<file path="config.mk">
export PLATFORM = sky130hd
export DESIGN_NAME = pwm_carrier_gen
export DESIGN_NICKNAME = d
export VERILOG_FILES = /design/src/rtl/pwm_carrier_gen.sv
export SDC_FILE = /design/constraint.sdc
export NUM_CORES = 1
export LEC_CHECK = 0
export BUFFER_PORTS_ARGS = -buffer_cell sky130_fd_sc_hd__buf_2
export CAP_MARGIN = 20
export CORE_AREA = 2 2 120 122
export CTS_CLUSTER_DIAMETER = 120
export DETAILED_ROUTE_END_ITERATION = 12
export DIE_AREA = 0 0 122 124
export HOLD_SLACK_MARGIN = 0.06
export PLACE_DENSITY = 0.62
export SETUP_SLACK_MARGIN = 0.1
export SLEW_MARGIN = 20
export SYNTH_ARGS = -nofsm -noshare
export SYNTH_HDL_FRONTEND = slang
export SYNTH_SLANG_ARGS = --single-unit
</file>
<file path="constraint.sdc">
create_clock -name clk -period 5.7 [get_ports clk]
set_input_delay 0.285 -clock clk [delete_from_list [all_inputs] [get_ports clk]]
set_output_delay 0.285 -clock clk [all_outputs]
set_load 0.05 [all_outputs]
</file>
<file path="src/rtl/pwm_carrier_gen.sv">
// pwm_carrier_gen
//   Carrier generator for one PWM channel. It produces an up, down or
//   up/down counter that the downstream compare and dead-time stages use.
//   It applies an optional clock prescaler and reloads the period and mode
//   shadows at the selected carrier extrema. Selected extremum events are
//   counted so that a decimated interrupt strobe can be raised.
//
// Ports
//   clk, rst      system clock; synchronous active-high reset
//   carr_onoff    0 = carrier off (shadows transparent, carrier preloaded)
//   count_mode    0 none, 1 up, 2 down, 3 up/down (shadowed)
//   mask_mode     bit0 selects min events, bit1 selects max events
//   clkdiv_onoff  enables the prescaler
//   clkdiv        prescaler: one tick every clkdiv+1 cycles
//   period        carrier maximum (shadowed)
//   init_carr     start/realign value, clamped to period
//   evt_count     int_evt fires on every (evt_count+1)-th selected event
//   sync_in       one-cycle realign pulse
//   carrier       current carrier value
//   carr_dir      1 = counting up, 0 = counting down
//   evt_min/max   one-cycle pulses when a tick loads 0 / period_sh
//   upd_evt       one-cycle pulse when the shadows reload
//   int_evt       decimated interrupt pulse
//   sync_out      copy of upd_evt, feeds other instances' sync_in
module pwm_carrier_gen #(
    parameter int unsigned PWMCOUNT_WIDTH = 16,
    parameter int unsigned DIVCLK_WIDTH   = 4,
    parameter int unsigned EVTCOUNT_WIDTH = 3
) (
    input  logic                      clk,
    input  logic                      rst,
    input  logic                      carr_onoff,
    input  logic [1:0]                count_mode,
    input  logic [1:0]                mask_mode,
    input  logic                      clkdiv_onoff,
    input  logic [DIVCLK_WIDTH-1:0]   clkdiv,
    input  logic [PWMCOUNT_WIDTH-1:0] period,
    input  logic [PWMCOUNT_WIDTH-1:0] init_carr,
    input  logic [EVTCOUNT_WIDTH-1:0] evt_count,
    input  logic                      sync_in,
    output logic [PWMCOUNT_WIDTH-1:0] carrier,
    output logic                      carr_dir,
    output logic                      evt_min,
    output logic                      evt_max,
    output logic                      upd_evt,
    output logic                      int_evt,
    output logic                      sync_out
);

    typedef enum logic [1:0] {
        NO_COUNT     = 2'd0,
        COUNT_UP     = 2'd1,
        COUNT_DOWN   = 2'd2,
        COUNT_UPDOWN = 2'd3
    } mode_e;

    logic [PWMCOUNT_WIDTH-1:0] carrier_q, carrier_d;
    logic [PWMCOUNT_WIDTH-1:0] period_sh_q, period_sh_d;
    mode_e                     mode_sh_q, mode_sh_d;
    logic                      dir_q, dir_d;
    logic [DIVCLK_WIDTH-1:0]   presc_q, presc_d;
    logic [EVTCOUNT_WIDTH-1:0] evcnt_q, evcnt_d;
    logic                      evt_min_q, evt_min_d;
    logic                      evt_max_q, evt_max_d;
    logic                      upd_q, upd_d;
    logic                      int_q, int_d;

    logic [PWMCOUNT_WIDTH-1:0] load_val;
    logic                      load_dir;
    logic                      tick;
    logic [PWMCOUNT_WIDTH-1:0] nxt;
    logic                      nxt_dir;
    logic                      sel;

    always_comb begin
        carrier_d   = carrier_q;
        period_sh_d = period_sh_q;
        mode_sh_d   = mode_sh_q;
        dir_d       = dir_q;
        presc_d     = presc_q;
        evcnt_d     = evcnt_q;
        evt_min_d   = 1'b0;
        evt_max_d   = 1'b0;
        upd_d       = 1'b0;
        int_d       = 1'b0;
        tick        = 1'b0;
        nxt         = carrier_q;
        nxt_dir     = dir_q;
        sel         = 1'b0;

        // Preload value shared by the off state and the realign pulse.
        load_val = (init_carr > period) ? period : init_carr;
        load_dir = (mode_e'(count_mode) != COUNT_DOWN);

        if (!carr_onoff) begin
            period_sh_d = period;
            mode_sh_d   = mode_e'(count_mode);
            carrier_d   = load_val;
            dir_d       = load_dir;
            presc_d     = '0;
            evcnt_d     = '0;
        end else if (sync_in) begin
            carrier_d = load_val;
            dir_d     = load_dir;
            presc_d   = '0;
        end else begin
            if (clkdiv_onoff) begin
                // >= lets the prescaler recover when clkdiv drops below it.
                tick    = (presc_q >= clkdiv);
                presc_d = tick ? '0 : presc_q + 1'b1;
            end else begin
                tick    = 1'b1;
                presc_d = '0;
            end

            if (tick && (mode_sh_q != NO_COUNT)) begin
                case (mode_sh_q)
                    COUNT_UP: begin
                        nxt     = (carrier_q >= period_sh_q) ? '0 : carrier_q + 1'b1;
                        nxt_dir = 1'b1;
                    end
                    COUNT_DOWN: begin
                        nxt     = (carrier_q == '0) ? period_sh_q : carrier_q - 1'b1;
                        nxt_dir = 1'b0;
                    end
                    COUNT_UPDOWN: begin
                        // Direction flips on the tick that lands on an extremum.
                        if (dir_q) begin
                            nxt     = (carrier_q < period_sh_q) ? carrier_q + 1'b1 : period_sh_q;
                            nxt_dir = (nxt != period_sh_q);
                        end else begin
                            nxt     = (carrier_q != '0) ? carrier_q - 1'b1 : '0;
                            nxt_dir = (nxt == '0);
                        end
                    end
                    default: begin
                        nxt     = carrier_q;
                        nxt_dir = dir_q;
                    end
                endcase

                carrier_d = nxt;
                dir_d     = nxt_dir;
                evt_min_d = (nxt == '0);
                evt_max_d = (nxt == period_sh_q);
                sel       = (evt_min_d & mask_mode[0]) | (evt_max_d & mask_mode[1]);

                if (sel) begin
                    upd_d       = 1'b1;
                    period_sh_d = period;
                    mode_sh_d   = mode_e'(count_mode);
                    if (evcnt_q >= evt_count) begin
                        int_d   = 1'b1;
                        evcnt_d = '0;
                    end else begin
                        evcnt_d = evcnt_q + 1'b1;
                    end
                end
            end
        end
    end

    always_ff @(posedge clk) begin
        if (rst) begin
            carrier_q   <= '0;
            period_sh_q <= '0;
            mode_sh_q   <= NO_COUNT;
            dir_q       <= 1'b1;
            presc_q     <= '0;
            evcnt_q     <= '0;
            evt_min_q   <= 1'b0;
            evt_max_q   <= 1'b0;
            upd_q       <= 1'b0;
            int_q       <= 1'b0;
        end else begin
            carrier_q   <= carrier_d;
            period_sh_q <= period_sh_d;
            mode_sh_q   <= mode_sh_d;
            dir_q       <= dir_d;
            presc_q     <= presc_d;
            evcnt_q     <= evcnt_d;
            evt_min_q   <= evt_min_d;
            evt_max_q   <= evt_max_d;
            upd_q       <= upd_d;
            int_q       <= int_d;
        end
    end

    assign carrier  = carrier_q;
    assign carr_dir = dir_q;
    assign evt_min  = evt_min_q;
    assign evt_max  = evt_max_q;
    assign upd_evt  = upd_q;
    assign int_evt  = int_q;
    assign sync_out = upd_q;

endmodule

</file>
# == Word-level counts from Yosys, hierarchy flattened ==
# Index checks and enable logic that the tools add are counted.
# op_classes
add_sub_neg,4
multipliers,0
n_div,0
magnitude_cmp,5
eq_ne,11
shift,0
n_mux,32
bitwise_logic,8
n_reduce_logical,13
# ops
op,count
two-way mux 16 bit,16
logical NOT 16 bit,3
case mux 16 bit (3 select lines),1
"adder 16 x 1 -> 16 bit, second input constant",1
equality test 16 bit,1
greater-or-equal comparator 16 bit,1
greater-than comparator 16 bit,1
less-than comparator 16 bit,1
!= test 16 bit,1
nonzero test 16 bit,1
"subtractor 16 x 1 -> 16 bit, second input constant",1
OR reduction 5 bit,2
two-way mux 1 bit,9
two-way mux 2 bit,4
AND reduction 3 bit,2
"!= test 5 x 1 -> 1 bit, second input constant",1
inverter 1 bit,5
"adder 4 x 1 -> 4 bit, second input constant",1
"equality test 2 bit, second input constant",2
greater-or-equal comparator 4 bit,1
"!= test 2 x 1 -> 1 bit, second input constant",2
"!= test 2 bit, second input constant",2
OR reduction 4 bit,1
"adder 3 x 1 -> 3 bit, second input constant",1
11 further kinds,12
# word_totals
reg_bits,46
latch_bits,0
ramBits,0
rom_bits,0
inputBits,48
output_inout_bits,22
wordCells,83
n_memories,0

# == Depth between registers and ports, before layout ==
# Gate-level depths: netlist (run 1).
# logic_depth
word_depth,15
ltp_mapped,18

# == Least setup slack after synthesis (run 1) ==
# OpenSTA, ideal clock, no wires.
# synth_path
path_type,flip-flop to flip-flop
start,reg carrier_q[0] (netlist: carrier[0])
end,reg mode_sh_q[0]
arrival_time_ns,4.253
t_required_ns,5.580
slack_ns,1.328
path_stages_with_launch,18
n_path_buf,4
cell_sequence,dfxtp_1 -> clkbuf_1 -> inv_1 -> ha_1 -> nor2b_1 -> o211ai_1 -> a2111oi_1 -> nor3_1 -> clkbuf_1 -> o211ai_1 -> a32oi_1 -> xnor2_1 -> nand4_1 -> o41ai_2 -> a21boi_1 -> buf_6 -> buf_6 -> mux2i_1
# synth_between
elab_chain_len,12
elab_cells_between_ends,22
cone_classes,add/sub (2); order compare (2); eq/ne (2); mux (9); bitwise (3); reduce/logical (4)
# synth_lines
item,line,text
from (decl),57,"logic [PWMCOUNT_WIDTH-1:0] carrier_q, carrier_d;"
from (signal assigned),176,carrier_q <= carrier_d;
subtractor 16 x 1 -> 16 bit (tied with other cells),"123, 132",
two-way mux 16 bit (on tied branches),"132, 129",
two-way mux 16 bit,128,if (dir_q) begin
case mux 16 bit (3 select lines) *,117,case (mode_sh_q)
two-way mux 16 bit *,116,if (tick && (mode_sh_q != NO_COUNT)) begin
two-way mux 16 bit *,102,end else if (sync_in) begin
two-way mux 16 bit *,95,if (!carr_onoff) begin
equality test 16 bit or logical NOT 16 bit (tied branches),"145, 144",
AND 1 bit,146,sel = (evt_min_d & mask_mode[0]) | (evt_max_d & mask_mode[1]);
bitwise OR 1 bit *,146,
!= test 2 x 1 -> 1 bit (no line) *,--,
AND reduction 3 bit (no line) *,--,
to (signal assigned),178,mode_sh_q <= mode_sh_d;
to (decl),59,"mode_e mode_sh_q, mode_sh_d;"
# Every way passes the cells marked *; elsewhere a longest branch is shown, timed or not. The select of a mux whose other input is x is not followed.
# A chain may end at the register's enable or synchronous reset.

# == Worst setup path in the final report (run 1) ==
# layout_path
start,reg carrier_q[0] (netlist: carrier[0])
end,reg period_sh_q[14]
# layout_between
elab_chain_len,12
elab_cells_between_ends,22
cone_classes,add/sub (2); order compare (2); eq/ne (2); mux (9); bitwise (3); reduce/logical (4)
# layout_lines
item,line,text
subtractor 16 x 1 -> 16 bit (tied with other cells),"123, 132",
two-way mux 16 bit (on tied branches),"132, 129",
two-way mux 16 bit,128,
case mux 16 bit (3 select lines) *,117,
two-way mux 16 bit *,116,
two-way mux 16 bit *,102,
two-way mux 16 bit *,95,
equality test 16 bit or logical NOT 16 bit (tied branches),"145, 144",
AND 1 bit,146,
bitwise OR 1 bit *,146,
!= test 2 x 1 -> 1 bit (no line) *,--,
AND reduction 3 bit (no line) *,--,
to (signal assigned),177,period_sh_q <= period_sh_d;
to (decl),58,"logic [PWMCOUNT_WIDTH-1:0] period_sh_q, period_sh_d;"
# Marked as above.

==> run summary, run 1 <==
Number of DRC violations after detailed-routing iteration 0: 788
Period minus WS final: 4.874 ns
Most area-consuming cells after synthesis: sky130_fd_sc_hd__dfxtp_1 (16%), sky130_fd_sc_hd__ha_1 (9.7%), sky130_fd_sc_hd__mux2i_1 (7.4%)
Number of warning messages in the yosys log: 0
Fmax: 205.2 MHz
FF+latch count, synth: 46
Final sum of negative setup slack: 0 ns
Cell count after synthesis: 761
Core Area: 13720 um^2
Number of diodes added for antenna fixing: 0
Clock transition at the registers of the reported paths: 0.06 ns
Library cell with the largest summed area after synthesis: sky130_fd_sc_hd__dfxtp_1
Unrepaired setup endpoints after global routing: false
Fraction of final layout cells sized beyond drive strength 1: 15.14%
Grt total ovfl: 0
Wire per inst: 20.70 um
Worst hold-check path type: primary input to flop
Critical path arrival: 5.04 ns
Netlist area before placement: 5652 um^2
Pleak: 0.002589 uW
Worst-case clock skew: 0.006924 ns
Average footprint of a synthesized cell: 7.427 um^2
Die area: 15130 um^2
Global-route usage over all layers: 27.06%
Final Max Slew Viols: 0
DRC violations left: 0
Area post-placement: 6170 um^2
Number of flops mapped to enable cells by yosys: 0
Standard cell with the maximum stage delay on the critical path: sky130_fd_sc_hd__or4_1
Num CTS Buffers: 5
Top-count cell post-synth: sky130_fd_sc_hd__nor2_1
CP Capture Type: flop
Final WS setup: 0.8265 ns
Detailed Place HPWL: 15830 um
Total power divided by cell area: 215.7 nW/um^2
Global-route wire length before repair: 31330 um
Sum of routed wire length over all layers: 20410 um
Total of max-cap violations: 0
Maximum cell stage delay along the critical path: 0.98 ns
Tightest slew margin relative to the limit: 32.06%
Sequential element share of the synthesized area: 16.29%
Count of final hold-check violations: 0
Nets@finish: 897
Library cells used by synthesis: 77
Hold buffers post-CTS: 0
Post-CTS setup buffers: 0
CTS Buffer Depth: 2
Kind of start point of the critical path: flop
Die extent in y: 124 um
Critical path type: flop to flop
Master cell of the clock root buffer: sky130_fd_sc_hd__clkbuf_16
Final Wtd Congestion: 1.053
Worst Path Required: 5.87 ns
Sink count of the clock tree: 46
CTS tree: done
Status: completed
Final number of setup-violating endpoints: 0
First-pass iteration count of the detailed router: 6
Placement Rows: 43
Area added between synthesis and finish: 12.29%
Largest fanout on the critical path: 23
Series of cell instances along the critical path: inv_1 -> ha_1 -> or4b_1 -> or4_1 -> mux2_1 -> a22oi_1 -> o22ai_1 -> a21oi_1 -> xnor2_1 -> nand4_1 -> o41ai_2 -> a21boi_2 -> buf_4 -> mux2i_1
Clock Latency Late Sink: 0.29 ns
Max VDD drop: 0.1174 mV
Commonest register cell after synthesis: sky130_fd_sc_hd__dfxtp_1
Post-Place Worst Slack: 0.9429 ns
Worst path depth: 14
Worst reg2reg path depth: 14
Number of nets with antenna violations after detailed routing: 0
Asr flop ratio synth: 0%
Yosys top cell area share: 16.29%
Synth Net Count: 853
Number of antenna violations at the first check in global routing: 0
Vias in the first global route: 5608
Family of cells with the greatest summed delay on the critical path: simple AND/OR/NAND/NOR gates
Number of ports placed on the die boundary: 70
Post-CTS Resized: 0
H-tree lvl count: 2
Number of buffer and inverter instances along the worst setup path: 2
Hold slack: 0.2605 ns
Die extent in x: 122 um
Synth top cells by count: sky130_fd_sc_hd__nor2_1 (56), sky130_fd_sc_hd__inv_1 (49), sky130_fd_sc_hd__clkbuf_1 (46), sky130_fd_sc_hd__dfxtp_1 (46), sky130_fd_sc_hd__ha_1 (44)
Area of all placed cells without fillers: 6346 um^2
Pin slew with the least headroom to its limit: 1.019 ns
I/O Buffers: 69
Detailed-route vias per instance: 6.265
Largest net degree at the start of global routing: 58
Min-Delay Path Depth: 3
DR vias: 6177
Initial Util: 41.19%
Final Cycle Share: 85.50%
==> layout make-up <==
class                      instances  area [um^2]
tap                              180        225.2
inverter                          49        183.9
multi-input combinational        608         4307
timing repair buffer              95        540.5
fill                            1453         7373
clock buffer                       5        125.1
clock inverter                     3        43.79
sequential                        46        920.9
==> path summary, 6_finish.rpt <==
check | startpoint | endpoint | slack [ns]
max | carrier[0] | period_sh_q[14] | 0.83
min | count_mode[1] | mode_sh_q[1] | 0.26
max reg2reg | carrier[0] | period_sh_q[14] | 0.83
min reg2reg | presc_q[0] | presc_q[0] | 0.47
==> placed cells by master (no fill, tap or decap), types with 9 or more instances in the layout <==
| cell | netlist | final |
|---|---|---|
| sky130_fd_sc_hd__buf_4 | 1 | 26 |
| sky130_fd_sc_hd__nor3_1 | 20 | 20 |
| sky130_fd_sc_hd__nand3_1 | 27 | 27 |
| sky130_fd_sc_hd__mux2i_1 | 42 | 42 |
| sky130_fd_sc_hd__o21ai_0 | 29 | 29 |
| sky130_fd_sc_hd__nand4_1 | 24 | 24 |
| sky130_fd_sc_hd__nand2b_1 | 43 | 43 |
| sky130_fd_sc_hd__dfxtp_1 | 46 | 46 |
| sky130_fd_sc_hd__ha_1 | 44 | 44 |
| sky130_fd_sc_hd__nor4_1 | 10 | 10 |
| sky130_fd_sc_hd__buf_2 | 3 | 69 |
| sky130_fd_sc_hd__a211oi_1 | 38 | 38 |
| sky130_fd_sc_hd__nand2_1 | 42 | 42 |
| sky130_fd_sc_hd__a311oi_1 | 11 | 11 |
| sky130_fd_sc_hd__xnor2_1 | 36 | 36 |
| sky130_fd_sc_hd__or3_1 | 9 | 9 |
| sky130_fd_sc_hd__inv_1 | 49 | 49 |
| sky130_fd_sc_hd__nor2_1 | 56 | 56 |
| sky130_fd_sc_hd__a21oi_1 | 30 | 29 |
==> flip-flops by register name (all words and copies together) (netlist names) <==
name	cells
carr_dir	1
carrier	16
evcnt_q	3
evt_max	1
evt_min	1
int_evt	1
mode_sh_q	2
period_sh_q	16
presc_q	4
sync_out	1
==> where the power goes <==
part / leakage, uW / total, uW / internal (uW) / switching (uW)
sequential: 0.000379 / 397 / 341 / 55.9
clock: 0.0000842 / 333 / 208 / 126
combinational: 0.00213 / 638 / 239 / 400
==> layer usage <==
| metal | routed length, um | part of all wire (%) | track usage, % |
|---|---|---|---|
| met2 | 8160 | 40 | 38.13 |
| met4 | 1163 | 5.7 | 15.80 |
| met3 | 2489 | 12 | 6.181 |
| met5 | 0 | 0 | 0 |
| met1 | 8592 | 42 | 37.44 |
==> worst reg2reg max path, delay by kind of cell (launching register included) <==
family	cells	cell delay, ns
simple gates	3	1.68
fa+ha+maj	1	0.17
mux	2	0.66
compound gates	5	1.08
buf+inv	2	0.50
flops	1	0.49
xor+xnor	1	0.17
==> kinds of logic after synthesis <==
logic type               after synthesis  share of synthesized area, %
AND/OR/NAND/NOR                      280                         26.77
AO/OA/AOI/OAI                        194                         24.37
buffers and inverters                107                         7.771
multiplexers                          46                         8.235
flip-flops                            46                         16.29
XOR/XNOR                              44                         6.819
adder cells (fa/ha/maj)               44                         9.741
==> per-stage QoR <==
stage | total power [uW] | utilization (%) | std cells
detailed placement | 1017 | 44.97 | 978
CTS | 1353 | 46.20 | 986
global placement | 1023 | 44.97 | 978
finish | 1369 | 46.26 | 986
floorplan | 823.1 | - | 761
global route | 1437 | 46.26 | 986
Note: power is estimated with default switching activity, not from simulation.
==> run 2: changes to the inputs <==
--- a/config.mk
+++ b/config.mk
@@ -5,14 +5,16 @@
 export SDC_FILE = /design/constraint.sdc
 export NUM_CORES = 1
 export LEC_CHECK = 0
+export ABC_AREA = 1
 export BUFFER_PORTS_ARGS = -buffer_cell sky130_fd_sc_hd__buf_2
 export CAP_MARGIN = 20
-export CORE_AREA = 2 2 120 122
+export CORE_AREA = 2 2 111 113
 export CTS_CLUSTER_DIAMETER = 120
 export DETAILED_ROUTE_END_ITERATION = 12
-export DIE_AREA = 0 0 122 124
+export DIE_AREA = 0 0 113 115
+export GPL_TIMING_DRIVEN = 0
 export HOLD_SLACK_MARGIN = 0.06
-export PLACE_DENSITY = 0.62
+export PLACE_DENSITY = 0.71
 export SETUP_SLACK_MARGIN = 0.1
 export SLEW_MARGIN = 20
 export SYNTH_ARGS = -nofsm -noshare
==> run summary, run 2 <==
Status: complete, but fails checks (was completed)
Violations in the final reports: design-rule violations
Vias in the first global route: 6213 (was 5608)
Series of cell instances along the critical path: ha_1 -> nand2_1 -> inv_1 -> nand2_1 -> nand2_1 -> a21oi_4 -> buf_4 -> nand3_1 -> nand3_1 -> nand2_1 -> nand2_1 -> nand2_1 -> nand2_1 -> nand2_1 -> nor2_1 -> nand2_1 -> nor2_4 -> nand3_4 -> nand2_4 -> nand2_4 -> buf_6 -> a21oi_1 -> nor2_1 (was inv_1 -> ha_1 -> or4b_1 -> or4_1 -> mux2_1 -> a22oi_1 -> o22ai_1 -> a21oi_1 -> xnor2_1 -> nand4_1 -> o41ai_2 -> a21boi_2 -> buf_4 -> mux2i_1)
Number of antenna violations at the first check in global routing: 0 (unchanged)
Destination of the worst hold path: period_sh_q[6] (was mode_sh_q[1])
Number of filler cells placed in the layout: 1295 (was 1453)
Clock transition at the registers of the reported paths: 0.07 ns (was 0.06 ns)
Global-route wire length before repair: 32220 um (was 31330 um)
Initial Util: 49.16% (was 41.19%)
Final Wtd Congestion: 0.9814 (was 1.053)
Num CTS Buffers: 5 (unchanged)
Tightest slew margin relative to the limit: 54.37% (was 32.06%)
DR vias: 6711 (was 6177)
Post-layout instance count excluding filler cells: 1228 (was 986)
Count of final hold-check violations: 0 (unchanged)
Netlist area before placement: 5807 um^2 (was 5652 um^2)
Cell-internal power: 732.2 uW (was 787.4 uW)
Hold buffers post-CTS: 0 (unchanged)
Most area-consuming cells after synthesis: sky130_fd_sc_hd__nand2_1 (19%), sky130_fd_sc_hd__dfxtp_1 (16%), sky130_fd_sc_hd__nand3_1 (10%) (was sky130_fd_sc_hd__dfxtp_1 (16%), sky130_fd_sc_hd__ha_1 (9.7%), sky130_fd_sc_hd__mux2i_1 (7.4%))
Unrepaired setup endpoints after global routing: false (unchanged)
Critical Path Most Common Cell: sky130_fd_sc_hd__nand2_1
Worst flop-to-flop path startpoint: carrier[11] (was carrier[0])
Number of diodes added for antenna fixing: 0 (unchanged)
Portion of total power attributed to sequential cells: 27.5% (was 29.0%)
Switching share of total power: 47.05% (was 42.47%)
Maximum cell stage delay along the critical path: 0.59 ns (was 0.98 ns)
Relative contribution of the clock network to total power: 21.9% (was 24.3%)
Capture point of the worst reg-to-reg path: mode_sh_q[0] (was period_sh_q[14])
Asr flop ratio synth: 0% (unchanged)
Number of ports placed on the die boundary: 70 (unchanged)
Commonest register cell after synthesis: sky130_fd_sc_hd__dfxtp_1 (unchanged)
Number of DRC violations after detailed-routing iteration 0: 588 (was 788)
Number of flops mapped to enable cells by yosys: 0 (unchanged)
Combined area of the multi-input logic cells: 4190 um^2 (was 4307 um^2)
Critical path type: flop to flop (unchanged)
Area added between synthesis and finish: 11.55% (was 12.29%)
DR top layer: met4 (unchanged)
Sum of met2 wire segment lengths after detailed routing: 8861 um (was 8160 um)
Wire per inst: 16.38 um (was 20.70 um)
Die area: 13000 um^2 (was 15130 um^2)
First-pass iteration count of the detailed router: 9 (was 6)
DRC violations left: 1 (was 0)
Nets@finish: 1172 (was 897)
Commonest non-fill, non-tap cell in the layout: sky130_fd_sc_hd__nand2_1 (was sky130_fd_sc_hd__buf_2)
Post-CTS setup buffers: 0 (unchanged)
Synth Net Count: 1098 (was 853)
Total power divided by cell area: 213.5 nW/um^2 (was 215.7 nW/um^2)
Yosys top cell area share: 19.00% (was 16.29%)
Post-placement cell count: 1220 (was 978)
Reported net switching power: 650.5 uW (was 581.2 uW)
Clock Latency Late Sink: 0.29 ns (about the same)
Worst-case clock skew: 0.004528 ns (was 0.006924 ns)
Final Cycle Share: 65.54% (was 85.50%)
Master cell of the clock root buffer: sky130_fd_sc_hd__clkbuf_16 (unchanged)
Sequential cell area: 920.9 um^2 (unchanged)
Global-route usage over all layers: 31.32% (was 27.06%)
Top-count cell post-synth: sky130_fd_sc_hd__nand2_1 (was sky130_fd_sc_hd__nor2_1)
Min-Delay Path Depth: 3 (unchanged)
Library cell with the largest summed area after synthesis: sky130_fd_sc_hd__nand2_1 (was sky130_fd_sc_hd__dfxtp_1)
CTS Buffer Depth: 2 (unchanged)
Final number of setup-violating endpoints: 0 (unchanged)
Part of the total power dissipated in combinational logic: 50.7% (was 46.6%)
Cell count after synthesis: 1006 (was 761)
R2r setup slk: 1.96 ns (was 0.83 ns)
Library cells used by synthesis: 42 (was 77)
Largest net degree at the start of global routing: 15 (was 58)
Standard cell with the maximum stage delay on the critical path: sky130_fd_sc_hd__dfxtp_1 (was sky130_fd_sc_hd__or4_1)
Worst hold-check path type: primary input to flop (unchanged)
Die extent in x: 113 um (was 122 um)
Die extent in y: 115 um (was 124 um)
Critical path arrival: 3.91 ns (was 5.04 ns)
Placement Rows: 40 (was 43)
Worst Path Required: 5.88 ns (was 5.87 ns)
Max VDD drop: 0.1656 mV (was 0.1174 mV)
Min-Delay Startpoint: period[6] (was count_mode[1])
FF+latch count, synth: 46 (unchanged)
Detailed Place HPWL: 16600 um (was 15830 um)
CP Capture Type: flop (unchanged)
Pleak: 0.003321 uW (was 0.002589 uW)
Detailed-route vias per instance: 5.465 (was 6.265)
Final sum of negative setup slack: 0 ns (unchanged)
Final Max Slew Viols: 0 (unchanged)
Met3 layer wire length in the routed design: 1526 um (was 2489 um)
Worst reg2reg path depth: 23 (was 14)
Most frequent cells in the layout: sky130_fd_sc_hd__nand2_1 (294), sky130_fd_sc_hd__nand3_1 (116), sky130_fd_sc_hd__inv_1 (105), sky130_fd_sc_hd__nor2_1 (92), sky130_fd_sc_hd__buf_2 (83) (was sky130_fd_sc_hd__buf_2 (69), sky130_fd_sc_hd__nor2_1 (56), sky130_fd_sc_hd__inv_1 (49), sky130_fd_sc_hd__dfxtp_1 (46), sky130_fd_sc_hd__ha_1 (44))
Sum of routed wire length over all layers: 20120 um (was 20410 um)
Number of warning messages in the yosys log: 0 (unchanged)
Fmax: 267.7 MHz (was 205.2 MHz)
Average footprint of a synthesized cell: 5.772 um^2 (was 7.427 um^2)
Largest fanout on the critical path: 10 (was 23)
Detailed-routing wirelength on met1: 9031 um (was 8592 um)
Kind of start point of the critical path: flop (unchanged)
I/O Buffers: 67 (was 69)
Synth top cells by count: sky130_fd_sc_hd__nand2_1 (294), sky130_fd_sc_hd__nand3_1 (116), sky130_fd_sc_hd__inv_1 (105) (was sky130_fd_sc_hd__nor2_1 (56), sky130_fd_sc_hd__inv_1 (49), sky130_fd_sc_hd__clkbuf_1 (46), sky130_fd_sc_hd__dfxtp_1 (46), sky130_fd_sc_hd__ha_1 (44))
H-tree lvl count: 2 (unchanged)
Post-CTS Resized: 0 (unchanged)
Total of max-cap violations: 0 (unchanged)
CTS tree: done (unchanged)
Period minus WS final: 3.736 ns (was 4.874 ns)
Sink count of the clock tree: 46 (unchanged)
Grt total ovfl: 0 (unchanged)
Fraction of final layout cells sized beyond drive strength 1: 15.08% (was 15.14%)
Sequential element share of the synthesized area: 15.86% (was 16.29%)
Pin slew with the least headroom to its limit: 0.6845 ns (was 1.019 ns)
Number of nets with antenna violations after detailed routing: 0 (unchanged)
Core Area: 11810 um^2 (was 13720 um^2)
[run 2: cell count changes after synthesis, sizes merged, moves of 36 or more]
cell    delta
inv       +63
a21oi     +36
a211oi    -37
nand2b    -43
nor2      +55
nand3    +108
mux2i     -42
nand2    +263
[run 2: worst max-delay path, delay by kind of cell, from the launching register on]
kind	cells	cell delay, ns
buffers and inverters	3	0.46
adder cells (fa/ha/maj)	1	0.33
AND/OR/NAND/NOR	17	1.67
AO/OA/AOI/OAI	2	0.56
flip-flops	1	0.59
[run 2: routing by layer]
metal / GRT usage, % / vias up
met3: 3.374 / 41
met5: 0 / -
met4: 11.54 / 0
met2: 50.74 / 269
met1: 43.24 / 2952
li1: - / 3449
[run 2: cell type report]
type	instances	share of cell area, %
multi-input combinational	799	64.69
sequential	46	14.22
inverter	116	6.722
timing repair buffer	67	5.177
buffer	45	4.018
tap	147	2.839
clock buffer	6	2.144
clock inverter	2	0.1932
[run 2: worst max path at each step]
stage | cells past startpoint | to | from
finish | 23 | mode_sh_q[0] | carrier[11]
global placement | 22 | period_sh_q[3] | period_sh_q[15]
global route | 24 | period_sh_q[3] | period_sh_q[15]
floorplan | 23 | mode_sh_q[1] | carrier[11]
CTS | 22 | period_sh_q[3] | period_sh_q[15]
detailed placement | 22 | period_sh_q[3] | period_sh_q[15]
[run 2: per-stage QoR]
| stage | area (um^2) | hold WS, ns | util [%] | total power (uW) | setup WS (ns) |
|---|---|---|---|---|---|
| 4_1_cts | 6477 | 0.2371 | 54.84 | 1371 | 2.001 |
| 5_1_grt | 6477 | 0.2712 | 54.84 | 1478 | 1.637 |
| 3_3_place_gp | 6326 | 0.4466 | 53.56 | 1067 | 2.032 |
| 3_5_place_dp | 6326 | 0.4557 | 53.56 | 1070 | 2.030 |
| 2_1_floorplan | 5807 | 0.4167 | - | 875.6 | 2.506 |
| 6_report | 6477 | 0.2417 | 54.84 | 1383 | 1.964 |
[run 2: kinds of logic (layout without fill, tap and decap cells)]
family,after synthesis,in the layout,synth area share [%]
simple gates,595,595,47.10
buf+inv,161,236,11.98
compound gates,149,149,13.92
flops,46,46,15.86
fa+ha+maj,44,44,9.481
xor+xnor,11,11,1.659
[run 2: power by group through the flow]
| stage | Clock, uW | Combinational, uW | Sequential [uW] |
|---|---|---|---|
| 2_1_floorplan | 0 | 462 | 414 |
| 3_3_place_gp | 0 | 682 | 385 |
| 3_5_place_dp | 0 | 685 | 385 |
| 4_1_cts | 305 | 688 | 378 |
| 5_1_grt | 317 | 779 | 383 |
| 6_report | 302 | 701 | 380 |
==> run 3: changes to the inputs <==
--- a/config.mk
+++ b/config.mk
@@ -14,7 +14,7 @@
 export DIE_AREA = 0 0 113 115
 export GPL_TIMING_DRIVEN = 0
 export HOLD_SLACK_MARGIN = 0.06
-export PLACE_DENSITY = 0.71
+export PLACE_DENSITY = 0.74
 export SETUP_SLACK_MARGIN = 0.1
 export SLEW_MARGIN = 20
 export SYNTH_ARGS = -nofsm -noshare
==> constraint.sdc (replaced) <==
create_clock -name clk -period 3.4 [get_ports clk]
set_input_delay 0.17 -clock clk [delete_from_list [all_inputs] [get_ports clk]]
set_output_delay 0.17 -clock clk [all_outputs]
set_load 0.05 [all_outputs]
==> run summary, run 3 (synthesized netlist as in run 2, its figures left out) <==
Status: complete, but fails checks (unchanged)
Violations in the final reports: design-rule violations (unchanged)
Hold buffers post-CTS: 0 (unchanged)
Nets@finish: 1222 (was 1172)
Number of filler cells placed in the layout: 1106 (was 1295)
Master cell of the clock root buffer: sky130_fd_sc_hd__clkbuf_16 (unchanged)
Sum of routed wire length over all layers: 22530 um (was 20120 um)
Detailed Place HPWL: 16550 um (was 16600 um)
Pin slew with the least headroom to its limit: 0.8462 ns (was 0.6845 ns)
Detailed-route vias per instance: 5.667 (was 5.465)
CP Capture Type: flop (unchanged)
Tightest slew margin relative to the limit: 43.59% (was 54.37%)
Post-Place Worst Slack: -0.2955 ns (was 2.030 ns)
Sequential cell area: 1003 um^2 (was 920.9 um^2)
Largest fanout on the critical path: 7 (was 10)
Final Max Slew Viols: 0 (unchanged)
CTS tree: done (unchanged)
Hold slack: 0.1207 ns (was 0.2417 ns)
Critical path arrival: 3.53 ns (was 3.91 ns)
Final WS setup: 0.09144 ns (was 1.964 ns)
Most frequent cells in the layout: sky130_fd_sc_hd__nand2_1 (261), sky130_fd_sc_hd__nand3_1 (103), sky130_fd_sc_hd__inv_1 (91), sky130_fd_sc_hd__nor2_1 (78), sky130_fd_sc_hd__buf_2 (76) (was sky130_fd_sc_hd__nand2_1 (294), sky130_fd_sc_hd__nand3_1 (116), sky130_fd_sc_hd__inv_1 (105), sky130_fd_sc_hd__nor2_1 (92), sky130_fd_sc_hd__buf_2 (83))
Clock transition at the registers of the reported paths: 0.07 ns (about the same)
Initial Util: 49.16% (unchanged)
Number of antenna violations at the first check in global routing: 0 (unchanged)
Number of diodes added for antenna fixing: 0 (unchanged)
Final sum of negative setup slack: 0 ns (unchanged)
Placement Rows: 40 (unchanged)
First-pass iteration count of the detailed router: 11 (was 9)
Sink count of the clock tree: 46 (unchanged)
Global-route wire length before repair: 32330 um (was 32220 um)
Num CTS Buffers: 5 (unchanged)
Die area: 13000 um^2 (unchanged)
Vias in the first global route: 6273 (was 6213)
Critical path type: flop to flop (unchanged)
Pleak: 0.003748 uW (was 0.003321 uW)
Die extent in y: 115 um (unchanged)
Standard cell with the maximum stage delay on the critical path: sky130_fd_sc_hd__dfxtp_4 (was sky130_fd_sc_hd__dfxtp_1)
Fraction of final layout cells sized beyond drive strength 1: 30.06% (was 15.08%)
DRC violations left: 2 (was 1)
Number of DRC violations after detailed-routing iteration 0: 704 (was 588)
Final core utilization: 64.82% (was 54.84%)
CTS Buffer Depth: 2 (unchanged)
Wire per inst: 17.63 um (was 16.38 um)
Total of max-cap violations: 0 (unchanged)
Max VDD drop: 0.2520 mV (was 0.1656 mV)
Final number of setup-violating endpoints: 0 (unchanged)
Fmax: 302.2 MHz (was 267.7 MHz)
H-tree lvl count: 2 (unchanged)
Total power divided by cell area: 346.9 nW/um^2 (was 213.5 nW/um^2)
Area added between synthesis and finish: 31.85% (was 11.55%)
Number of ports placed on the die boundary: 70 (unchanged)
Period minus WS final: 3.309 ns (was 3.736 ns)
Clock Latency Late Sink: 0.30 ns (was 0.29 ns)
Number of nets with antenna violations after detailed routing: 0 (unchanged)
Critical Path Most Common Cell: sky130_fd_sc_hd__nand2_1 (unchanged)
Area post-placement: 6326 um^2 (unchanged)
Largest net degree at the start of global routing: 15 (unchanged)
Maximum cell stage delay along the critical path: 0.36 ns (was 0.59 ns)
Core Area: 11810 um^2 (unchanged)
Count of final hold-check violations: 0 (unchanged)
Kind of start point of the critical path: flop (unchanged)
Area of all placed cells without fillers: 7656 um^2 (was 6477 um^2)
Number of buffer and inverter instances along the worst setup path: 3 (unchanged)
Final Wtd Congestion: 0.9906 (was 0.9814)
I/O Buffers: 67 (unchanged)
Worst Path Required: 3.62 ns (was 5.88 ns)
Grt total ovfl: 0 (unchanged)
Final Cycle Share: 97.31% (was 65.54%)
Worst-case clock skew: 0.008100 ns (was 0.004528 ns)
Die extent in x: 113 um (unchanged)
Global-route usage over all layers: 31.45% (was 31.32%)
Combined area of the multi-input logic cells: 4672 um^2 (was 4190 um^2)
Worst hold-check path type: primary input to flop (unchanged)
Unrepaired setup endpoints after global routing: true (was false)
Family of cells with the greatest summed delay on the critical path: simple AND/OR/NAND/NOR gates (unchanged)
Commonest non-fill, non-tap cell in the layout: sky130_fd_sc_hd__nand2_1 (unchanged)
DR vias: 7242 (was 6711)
run 3: final timing paths:
check	from	endpoint	slack (ns)	cells past startpoint
min	period[9]	period_sh_q[9]	0.12	3
min reg2reg	presc_q[0]	presc_q[0]	0.46	1
max reg2reg	period_sh_q[5]	period_sh_q[10]	0.09	26
max	period_sh_q[5]	period_sh_q[10]	0.09	26
run 3: what timing repair did:
item                                    in CTS  in global routing
pin swaps                                    5                 32
endpoints found under the setup margin      23                 23
resized for setup                           33                168
buffers inserted                             5                 38
cloned                                       0                  7
run 3: metrics by stage:
| step | power, uW | instances |
|---|---|---|
| floorplan | 1468 | 1006 |
| global placement | 1789 | 1220 |
| detailed placement | 1793 | 1220 |
| CTS | 2360 | 1233 |
| global route | 2799 | 1278 |
| finish | 2656 | 1278 |
run 3: area by class of cell:
| class | count | share of cell area (%) |
|---|---|---|
| plain buffers | 45 | 4.363 |
| repair inverters | 1 | 0.08171 |
| flip-flops and latches | 46 | 13.11 |
| clock inverters | 2 | 0.1634 |
| inverters | 116 | 6.112 |
| repair buffers | 115 | 10.93 |
| well taps | 147 | 2.402 |
| clock buffers | 6 | 1.814 |
| multi-input cells | 800 | 61.02 |
run 3: where the power goes:
| group | internal (uW) | switching [uW] |
|---|---|---|
| logic | 539 | 974 |
| registers | 574 | 51.5 |
| clock network | 292 | 226 |
run 3: routing by layer:
metal / routed length, um / up-vias / global-route usage, %
li1: - / 3562 / -
met1: 9265 / 3266 / 42.46
met2: 10500 / 341 / 52.22
met3: 1895 / 73 / 3.321
met4: 871 / 0 / 11.63
met5: 0 / - / 0
run 3: worst reg2reg max path, delay by kind of cell, from the launching register on:
kind | cells | cell delay, ns
simple gates | 21 | 1.97
fa+ha+maj | 1 | 0.32
buf+inv | 3 | 0.42
flops | 1 | 0.36
compound gates | 1 | 0.16
